## config.mk

```make
export PLATFORM = sky130hd
export DESIGN_NAME = uart_rx_module
export DESIGN_NICKNAME = d
export VERILOG_FILES = /design/src/rtl/uart_rx_module.sv
export SDC_FILE = /design/constraint.sdc
export NUM_CORES = 1
export LEC_CHECK = 0
export BUFFER_PORTS_ARGS = -buffer_cell sky130_fd_sc_hd__buf_4
export CAP_MARGIN = 5
export CORE_ASPECT_RATIO = 1.5
export CORE_MARGIN = 2
export CORE_UTILIZATION = 45
export DETAILED_ROUTE_END_ITERATION = 16
export GPL_TIMING_DRIVEN = 1
export PLACE_DENSITY_LB_ADDON = 0.25
export SLEW_MARGIN = 20
export SYNTH_ARGS = -nofsm -noshare
export SYNTH_HDL_FRONTEND = slang
export SYNTH_SLANG_ARGS = --single-unit
```

## constraint.sdc

```tcl
create_clock -name CLK -period 2.9 [get_ports CLK]
set_input_delay 0.29 -clock CLK [delete_from_list [all_inputs] [get_ports CLK]]
set_output_delay 0.29 -clock CLK [all_outputs]
set_load 0.02 [all_outputs]
```

## src/rtl/uart_rx_module.sv

```systemverilog
// UART receiver: 2-flop synced input, mid-bit sampling, 8N1 frames.
// Define UART_RX_PARITY_EN to add an even-parity bit and RX_Parity_Err.
module uart_rx_module #(
    parameter int CLKS_PER_BIT = 434,
    parameter int CNT_W        = 16
) (
    input  logic       CLK,
    input  logic       RST,
    input  logic       RX_Pin_In,
    input  logic       RX_En_Sig,
    output logic       RX_Done_Sig,
    output logic [7:0] RX_Data,
    output logic       RX_Frame_Err
`ifdef UART_RX_PARITY_EN
    ,
    output logic       RX_Parity_Err
`endif
);

    localparam logic [CNT_W-1:0] HALF = CNT_W'(CLKS_PER_BIT / 2 - 1);
    localparam logic [CNT_W-1:0] FULL = CNT_W'(CLKS_PER_BIT - 1);
    localparam logic [CNT_W-1:0] ONE  = CNT_W'(1);

    typedef enum logic [2:0] {
        IDLE,
        START,
        DATA,
`ifdef UART_RX_PARITY_EN
        PARITY,
`endif
        STOP,
        BREAK
    } state_t;

    state_t           state, state_n;
    logic [CNT_W-1:0] cnt, cnt_n;
    logic [2:0]       idx, idx_n;
    logic [7:0]       shift, shift_n;
    logic [7:0]       data_n;
    logic             done_n, ferr_n;
    logic             sync1, sync2, hist;
    logic             fall;
`ifdef UART_RX_PARITY_EN
    logic             par, par_n;
    logic             perr_n;
`endif

    assign fall = hist & ~sync2;

    always_ff @(posedge CLK) begin
        if (RST) begin
            sync1        <= 1'b1;
            sync2        <= 1'b1;
            hist         <= 1'b1;
            state        <= IDLE;
            cnt          <= '0;
            idx          <= '0;
            shift        <= '0;
            RX_Data      <= '0;
            RX_Done_Sig  <= 1'b0;
            RX_Frame_Err <= 1'b0;
`ifdef UART_RX_PARITY_EN
            par           <= 1'b0;
            RX_Parity_Err <= 1'b0;
`endif
        end else begin
            sync1        <= RX_Pin_In;
            sync2        <= sync1;
            hist         <= sync2;
            state        <= state_n;
            cnt          <= cnt_n;
            idx          <= idx_n;
            shift        <= shift_n;
            RX_Data      <= data_n;
            RX_Done_Sig  <= done_n;
            RX_Frame_Err <= ferr_n;
`ifdef UART_RX_PARITY_EN
            par           <= par_n;
            RX_Parity_Err <= perr_n;
`endif
        end
    end

    always_comb begin
        state_n = state;
        cnt_n   = cnt + ONE;
        idx_n   = idx;
        shift_n = shift;
        data_n  = RX_Data;
        done_n  = 1'b0;
        ferr_n  = 1'b0;
`ifdef UART_RX_PARITY_EN
        par_n   = par;
        perr_n  = 1'b0;
`endif
        unique case (state)
            IDLE: begin
                cnt_n = '0;
                if (fall && RX_En_Sig)
                    state_n = START;
            end
            START: begin
                if (cnt == HALF) begin
                    idx_n   = '0;
                    state_n = sync2 ? IDLE : DATA;
                end
            end
            DATA: begin
                if (cnt == FULL) begin
                    cnt_n          = '0;
                    shift_n[idx]   = sync2;
                    idx_n          = idx + 3'd1;
                    if (idx == 3'd7) begin
`ifdef UART_RX_PARITY_EN
                        state_n = PARITY;
`else
                        state_n = STOP;
`endif
                    end
                end
            end
`ifdef UART_RX_PARITY_EN
            PARITY: begin
                if (cnt == FULL) begin
                    par_n   = sync2;
                    state_n = STOP;
                end
            end
`endif
            STOP: begin
                if (cnt == FULL) begin
                    // a low stop bit outranks any parity problem
                    if (!sync2) begin
                        ferr_n  = 1'b1;
                        state_n = BREAK;
`ifdef UART_RX_PARITY_EN
                    end else if (^{shift, par}) begin
                        perr_n  = 1'b1;
                        state_n = IDLE;
`endif
                    end else begin
                        data_n  = shift;
                        done_n  = 1'b1;
                        state_n = IDLE;
                    end
                end
            end
            BREAK: begin
                cnt_n = '0;
                if (sync2)
                    state_n = IDLE;
            end
            default: state_n = IDLE;
        endcase
        if (state_n != state)
            cnt_n = '0;
    end

endmodule

```

==> impl_metrics.toml, run 1 <==
[critical_path]
cp_max_fo = 7
crit_type = "reg2reg"
worst_ep_required_time_ns = 3.05
worstPathArrival_ns = 2.56
startpoint_type = "register"
end_kind = "register"
ff2ff_setup_slack_ns = 0.49

[sta]
fin_crit_sh = 0.8307
fin_crit_ns = 2.409
finClkSkew_ns = 0.005423
worstMarginPinSlew_ns = 0.6347
whs_ns = 0.1830
hold_viol = 0
slew_violations = 0
fin_setup_tns_ns = 0
fmax_mhz = 415.1
slew-limit-headroom = 0.5709
grt_setup_unrepaired = "false"
setup_violations = 0

[job]
maxCapViolCount = 0

[routing]
vias = 1726
drc = 2
ant_nets = 0
dr.pass1.iters = 11
drt_iter0_markers = 80
wl_per_cell_um = 15.15
wl_um = 4334
via_per_inst = 6.035

[synth]
syn_avg_cell_area_um2 = 8.840
ys.flop_type = "dfxtp_1"
syn_area_um2 = 2024
ys_async_sr_fraction = 0
synth_cell_types = 48
ys_warn_count = 0
yosys-top-cells-area = "dfxtp_1 (43%), nand3_1 (4.4%), a21oi_1 (4.0%)"
synth_edf_count = 0
syn-num-nets = 238
synthCells = 229
synth.top_cell.area_share = 0.4252
yosysSeqAreaShare = 0.4252
synth_top_area_cell = "dfxtp_1"
ys_ff_latch = 43

[status]
violations = "design-rule violations"
status = "complete, but fails checks"

[global_route]
grt_usage = 0.1928
antenna_found_initial = 0
grt_pass1_vias = 1675
grt_pass1_wl_um = 7638
grt_max_degree = 31
grt_overflow = 0

[power_and_ir_drop]
ir_drop_v = 0.0003180
p_leak_uw = 0.0007102
pwr_density_cell_nw_per_um2 = 442.5

[floorplan]
die_h_um = 86.15
ios = 14
core_um2 = 4282
die-area_um2 = 5062
die_w_um = 58.77
initial_core_util = 0.4728
std_cell_rows = 29

[clocking]
clock-sinks = 43
cts_hold_buf = 0
clockBufferDepth = 2
clk_latency_ns = 0.29
post_cts_buffers = 0
cts_tree = "built"
numCtsBuffers = 5
clk_pin_slew_ns = 0.07
cts-htree-levels = 2
clockRootBuffer = "clkbuf_8"
cts_resized = 0

[place]
dp_hpwl_um = 2990
gp_congestion = 0.8151
io_buffers = 13

[final_layout]
syn2layout_area_growth_pct = 10.57
antenna-diode-count = 0
drive_gt1_frac = 0.1417
fill_cells = 417
fin_nets = 249

[min_path]
hold_path.class = "in2reg"
==> synthesized netlist by cell type (3+ instances only) <==
cell type	instances
a21oi_1	16
buf_2	4
clkbuf_1	7
dfxtp_1	43
ha_1	5
inv_1	6
nand2_1	14
nand2b_1	3
nand3_1	18
nand4_1	8
nor2_1	4
nor2b_1	3
nor3_1	11
nor4_1	10
o21ai_0	15
or2_2	5
or3_1	6
or4_1	4
xnor2_1	4
xor2_1	9
==> power by group <==
part | internal, µW | switching [µW] | leakage, µW | total, µW
sequential | 592 | 2.78 | 0.000347 | 595
combinational | 8.14 | 13.6 | 0.000316 | 21.7
clock | 187 | 187 | 0.0000470 | 374
==> worst max-delay path, stage by stage, from the launching register on <==
cell and delay [ns]:
dfxtp_1 0.36, inv_1 0.07, ha_1 0.14, or4bb_1 0.41, or4_1 0.59, a221oi_2 0.60
nor4_1 0.10
==> stage by stage <==
step	util	worst slack, ns	std cells	area (µm²)	total power [µW]
floorplan	-	0.6920	229	2024	623.2
global placement	0.5023	0.4747	279	2151	630.8
detailed placement	0.5023	0.4921	279	2151	630.5
CTS	0.5228	0.4717	286	2238	1008
global route	0.5228	0.2976	286	2238	1042
finish	0.5228	0.4910	286	2238	990.5
==> path summary, 6_finish.rpt <==
kind                                        start           endpoint  cells past startpoint
worst max-delay path            cnt[0]$_SDFF_PP0_  cnt[3]$_SDFF_PP0_                      6
worst min-delay path                    RX_Pin_In   sync1$_SDFF_PP1_                      2
worst max register to register  cnt[0]$_SDFF_PP0_  cnt[3]$_SDFF_PP0_                      6
worst min register to register   sync1$_SDFF_PP1_   sync2$_SDFF_PP1_                      1
==> flip-flops by register name, indices dropped and copies added, names as in the netlist <==
signal,count
RX_Data,8
RX_Done_Sig,1
RX_Frame_Err,1
cnt,16
hist,1
idx,3
shift,8
state,3
sync1,1
sync2,1
==> cell type report <==
type	count	area (µm²)	area share
Clock buffer	6	82.58	0.03689
Clock inverter	1	5.005	0.002236
Inverter	6	22.52	0.01006
Multi-Input combinational cell	167	1082	0.4835
Sequential cell	43	860.8	0.3846
Tap cell	46	57.56	0.02571
Timing Repair Buffer	17	127.6	0.05701
==> cells by family (layout without fill, tap and decap cells) <==
| kind of cell | count (synthesis) | after routing | synth area share |
|---|---|---|---|
| DFF | 43 | 43 | 0.4252 |
| xor gates and xnor gates | 13 | 13 | 0.05624 |
| buffers and inverters | 19 | 30 | 0.04327 |
| and+or+nand+nor | 103 | 103 | 0.3016 |
| adders and majority gates | 5 | 5 | 0.03090 |
| AOI/OAI and AO/OA | 46 | 46 | 0.1428 |
==> cells in the final DEF, fill, tap and decap left out, drive strengths merged, types with 2 or more instances in the layout <==
cell and instances:
a221oi 2, nand3 18, o32ai 2, nand4 8, a21oi 16, xnor2 4
nor4 10, clkbuf 6, o21ai 15, inv 6, nor2 4, and4 2
or4 5, nor3b 2, or3 6, and2 3, nand2b 3, nand2 14
buf 17, ha 5, o41ai 2, dfxtp 43, or2 5, xor2 9
nor4b 2, nor2b 3, nor3 11
==> metal layers <==
| metal | wire, µm | GRT usage | vias to the layer above | part of all wire |
|---|---|---|---|---|
| li1 | - | - | 871 | - |
| met1 | 1768 | 0.2157 | 799 | 0.41 |
| met2 | 2328 | 0.3404 | 43 | 0.54 |
| met3 | 145 | 0.04676 | 13 | 0.033 |
| met4 | 92 | 0.07645 | 0 | 0.021 |
| met5 | 0 | 0 | - | 0 |
Note: power is estimated with default switching activity, not from simulation.
==> inputs of run 2 (changes only) <==
- ABC_AREA: unset -> 1
- clock period: 2.9 -> 2.15 ns (I/O delays scaled with it)
==> run 2 against run 1 <==
- the run now ends clean
- setup slack worse by 0.21 ns
- maximum frequency up 29%
- global-route usage down 1.1 points
==> impl_metrics.toml, run 2 <==
[routing]
wl_um = 4302
wl_met3_um = 121
vias = 1871
top_layer = "met4"
wl_per_cell_um = 11.32
dr.pass1.iters = 4
wl_met2_um = 2398
via_per_inst = 4.924
drc = 0
ant_nets = 0
drt-met1-wl_um = 1675
drt_iter0_markers = 48

[power_and_ir_drop]
p_total_uw = 1599
p_leak_uw = 0.0009988
power.internal_uw = 1285
net-switching-power_uw = 313.8
power.share.clock = 0.459
power_frac_seq = 0.502
p_comb_frac = 0.040
ir_drop_v = 0.0003398
pwr_density_cell_nw_per_um2 = 641.4
p_sw_frac = 0.1963

[synth]
yosys-top-cells-area = "dfxtp_1 (39%), nor2_1 (9.5%), nand2_1 (8.1%)"
synth_top_area_cell = "dfxtp_1"
synth_cell_types = 32
syn_area_um2 = 2182
syn_avg_cell_area_um2 = 7.397
yosysSeqAreaShare = 0.3945
ys.flop_type = "dfxtp_1"
ys_async_sr_fraction = 0
ys_ff_latch = 43
synth_common_cells = "nor2_1 (55), nand2_1 (47), dfxtp_1 (43)"
synth_most_common_cell = "nor2_1"
syn-num-nets = 304
synth.top_cell.area_share = 0.3945
ys_warn_count = 0
synthCells = 295
synth_edf_count = 0

[sta]
slew_violations = 0
fin_crit_sh = 0.8678
slew-limit-headroom = 0.7361
hold_viol = 0
worstMarginPinSlew_ns = 0.3929
fmax_mhz = 536.0
fin_crit_ns = 1.866
grt_setup_unrepaired = "false"
setup_violations = 0
finClkSkew_ns = 0.007617
fin_setup_tns_ns = 0
setup_ws_ns = 0.2842

[final_layout]
antenna-diode-count = 0
syn2layout_area_growth_pct = 14.22
post-route-util = 0.5267
regMostFlops = "cnt"
largest_reg_flops = 16
mostFrequentLayoutCell = "nor2_1"
fill_cells = 496
fin_nets = 322
reg_top3 = "cnt (16), RX_Data (8), shift (8)"
layout_common_cells = "nor2_1 (55), nand2_1 (47), dfxtp_1 (43)"
drive_gt1_frac = 0.2038

[global_route]
grt_overflow = 0
grt_max_degree = 18
grt_pass1_wl_um = 7403
grt_usage = 0.1814
antenna_found_initial = 0
grt_pass1_vias = 1800

[critical_path]
startpoint_type = "register"
worst_ep_required_time_ns = 2.33
crit_type = "reg2reg"
worstRegToRegCells = 8
r2r_start = "cnt[0]$_SDFF_PP0_"
ff2ff_setup_slack_ns = 0.28
end_kind = "register"
cp_max_fo = 4
worstPathArrival_ns = 2.04
reg2reg_to = "cnt[12]$_SDFF_PP0_"

[clocking]
clockRootBuffer = "clkbuf_8"
cts_resized = 0
cts_tree = "built"
clk_pin_slew_ns = 0.08
cts-htree-levels = 2
clockBufferDepth = 2
numCtsBuffers = 5
clock-sinks = 43
clk_latency_ns = 0.29

[status]
status = "complete, no violations"

[min_path]
hold_path.class = "in2reg"
holdPathStages = 2
hold_start = "RX_Pin_In"
hold_end = "sync1$_SDFF_PP1_"

[floorplan]
std_cell_rows = 31
core_um2 = 4732
ios = 14
die_w_um = 60.86
die-area_um2 = 5433
die_h_um = 89.29
initial_core_util = 0.4611

[place]
gp_congestion = 0.8083
dp_hpwl_um = 3322
io_buffers = 13
dp_slack_ns = 0.2044

[job]
maxCapViolCount = 0
[run 2: final cells by class]
class,count,area (µm²),area share
multi-input cells,212,1152,0.4624
flip-flops and latches,43,860.8,0.3454
repair buffers,16,132.6,0.05321
inverters,35,131.4,0.05271
well taps,66,82.58,0.03313
clock buffers,6,72.57,0.02912
clock inverters,2,60.06,0.02410
[run 2: power by group through the flow]
stage          logic [µW]  registers (µW)  clock network (µW)
3_5_place_dp         56.2             821                   0
6_report             63.4             802                 733
5_1_grt              69.6             803                 789
2_1_floorplan        49.6             820                   0
4_1_cts              56.3             802                 748
3_3_place_gp         55.6             821                   0
[run 2: worst max-delay path, cell delays in order, from the launching register on]
cell	delay (ns)
dfxtp_1	0.38
ha_1	0.20
nand3_1	0.19
nor2_1	0.23
nand2_1	0.13
nor2_2	0.15
nand2_1	0.10
o21ai_0	0.31
nor2_4	0.06
[run 2: through the flow]
step | instance area (µm²) | hold slack (ns) | instances
floorplan | 2182 | 0.3188 | 295
detailed placement | 2340 | 0.4030 | 371
global route | 2492 | 0.09068 | 380
global placement | 2340 | 0.3934 | 371
CTS | 2472 | 0.09711 | 379
finish | 2492 | 0.1004 | 380
[run 2: cell families after synthesis]
kind of cell | share of synthesized area
compound gates | 0.1061
simple gates | 0.3813
xor+xnor | 0.01204
fa+ha+maj | 0.02867
flops | 0.3945
buf+inv | 0.07741
[run 2: worst max-delay path by stage]
stage / start / slack, ns / end
5_1_grt: cnt[0]$_SDFF_PP0_ / 0.06 / cnt[14]$_SDFF_PP0_
4_1_cts: cnt[1]$_SDFF_PP0_ / 0.18 / cnt[4]$_SDFF_PP0_
6_report: cnt[0]$_SDFF_PP0_ / 0.28 / cnt[12]$_SDFF_PP0_
3_5_place_dp: cnt[1]$_SDFF_PP0_ / 0.20 / cnt[4]$_SDFF_PP0_
3_3_place_gp: cnt[1]$_SDFF_PP0_ / 0.28 / cnt[3]$_SDFF_PP0_
2_1_floorplan: cnt[0]$_SDFF_PP0_ / 0.54 / cnt[11]$_SDFF_PP0_
[run 2: what timing repair did]
action / CTS / global route
setup buffers: 0 / 1
hold endpoints to repair: 0 / 0
setup endpoints to repair: 0 / 4
hold buffers: 0 / 0
[run 2: routing by layer]
layer	global-route usage	vias to the layer above
met1	0.1775	853
met4	0.07115	0
met3	0.04342	9
li1	-	983
met5	0	-
met2	0.3509	26
==> inputs of run 3 (changes only) <==
- CORE_UTILIZATION: 45 -> 54
==> run 3 against run 2 <==
- register-to-register slack barely moved
- sequential power barely moved
- sequential share of layout area rose by 1.4 points
- utilization rose by 8.5 points
- setup slack got worse by 0.0015 ns
- first-iteration DRC count fell by 21%
- count of clock-buffer cells in the layout did not move
- sequential cell count did not move
- final cell count fell by 5.8%
==> impl_metrics.toml, run 3 (synthesis gave the netlist of run 2 again) <==
[min_path]
hold_path.class = "in2reg"
holdPathStages = 2

[clocking]
numCtsBuffers = 5
cts_resized = 0
clk_pin_slew_ns = 0.08
clockRootBuffer = "clkbuf_8"
clk_latency_ns = 0.30
cts_tree = "built"
clock-sinks = 43
cts-htree-levels = 2
clockBufferDepth = 2
cts_hold_buf = 0
post_cts_buffers = 0

[routing]
drt_iter0_markers = 38
wl_um = 4240
vias = 1837
wl_per_cell_um = 11.84
dr.pass1.iters = 4
drt-met1-wl_um = 1730
top_layer = "met4"
ant_nets = 0
via_per_inst = 5.131
wl_met3_um = 94
wl_met2_um = 2314
drc = 0

[sta]
slew-limit-headroom = 0.7403
fin_crit_sh = 0.8685
hold_viol = 0
finClkSkew_ns = 0.006158
grt_setup_unrepaired = "false"
worstMarginPinSlew_ns = 0.3865
slew_violations = 0
fmax_mhz = 535.5
fin_setup_tns_ns = 0
setup_violations = 0
fin_crit_ns = 1.867

[place]
placed_cells = 350
dp_hpwl_um = 3236
gp_congestion = 0.9052
io_buffers = 13

[final_layout]
drive_gt1_frac = 0.2013
largest_reg_flops = 16
regMostFlops = "cnt"
fin_nets = 321
fill_cells = 382
multi_input_area_um2 = 1152
ff_latch_area_um2 = 860.8
syn2layout_area_growth_pct = 9.920
mostFrequentLayoutCell = "nor2_1"
layout_common_cells = "nor2_1 (55), nand2_1 (47), dfxtp_1 (43)"
reg_top3 = "cnt (16), RX_Data (8), shift (8)"
final_cells = 358
antenna-diode-count = 0

[global_route]
antenna_found_initial = 0
grt_pass1_vias = 1828
grt_usage = 0.2128
grt_max_degree = 18
grt_pass1_wl_um = 7686
grt_overflow = 0

[floorplan]
initial_core_util = 0.5561
die_h_um = 81.86
std_cell_rows = 28
die-area_um2 = 4576
core_um2 = 3924
die_w_um = 55.91
ios = 14

[critical_path]
r2r_start = "cnt[1]$_SDFF_PP0_"
worstRegToRegCells = 13
startpoint_type = "register"
crit_type = "reg2reg"
worst_ep_required_time_ns = 2.38
ff2ff_setup_slack_ns = 0.28
reg2reg_to = "cnt[5]$_SDFF_PP0_"
crit_end = "cnt[5]$_SDFF_PP0_"
cp_max_fo = 16
worstPathArrival_ns = 2.10
startpoint = "cnt[1]$_SDFF_PP0_"
end_kind = "register"

[power_and_ir_drop]
p_leak_uw = 0.0009650
pwr_density_cell_nw_per_um2 = 567.2
ir_drop_v = 0.0004295

[status]
status = "complete, no violations"

[job]
maxCapViolCount = 0
==> run 3: worst max-delay path, stage by stage, from the launching register on <==
cell and delay, ns:
dfxtp_1 0.36, inv_1 0.07, ha_1 0.19, inv_1 0.06
nor2_1 0.04, nand2_1 0.07, nor2_2 0.05, nand3_1 0.12
nand2_1 0.09, nand2_1 0.06, nand3_1 0.07, nor2_2 0.13
nand3_4 0.31, nor2_1 0.18
==> run 3: how the worst min path moves through the flow <==
| stage | from | to | slack (ns) |
|---|---|---|---|
| final | RX_Pin_In | sync1$_SDFF_PP1_ | 0.1 |
| after global routing | RX_Pin_In | sync1$_SDFF_PP1_ | 0.09 |
| after CTS | RX_Pin_In | sync1$_SDFF_PP1_ | 0.1 |
| after detailed placement | sync1$_SDFF_PP1_ | sync2$_SDFF_PP1_ | 0.40 |
| after global placement | sync1$_SDFF_PP1_ | sync2$_SDFF_PP1_ | 0.39 |
| after floorplan | RX_Pin_In | sync1$_SDFF_PP1_ | 0.32 |
==> run 3: per-layer routing <==
metal,vias up,global-route usage
met4,0,0.09048
li1,980,-
met2,19,0.4179
met3,8,0.03780
met1,830,0.2207
met5,-,0
==> run 3: final cells by class <==
class	instances	area share
inverter	35	0.05477
multi-input combinational	212	0.4804
clock inverter	2	0.005216
sequential	43	0.3589
clock buffer	6	0.03026
tap	45	0.02347
timing repair buffer	15	0.04695
==> run 3: metrics by stage <==
step                      hold slack [ns]  instance area (µm²)  utilization  power, µW  setup slack (ns)
after floorplan                    0.3188                 2182            -      869.3            0.5436
after global placement             0.3935                 2313       0.5896      876.2            0.2996
after detailed placement           0.4012                 2313       0.5896      876.8            0.2799
after CTS                         0.09543                 2399       0.6113       1372            0.2583
after global routing              0.09037                 2399       0.6113       1406          0.004976
final                             0.09662                 2399       0.6113       1360            0.2827
==> run 3: where the power goes <==
part	switching [µW]	internal [µW]
combinational	40.2	15.2
sequential	3.11	799
clock	276	227
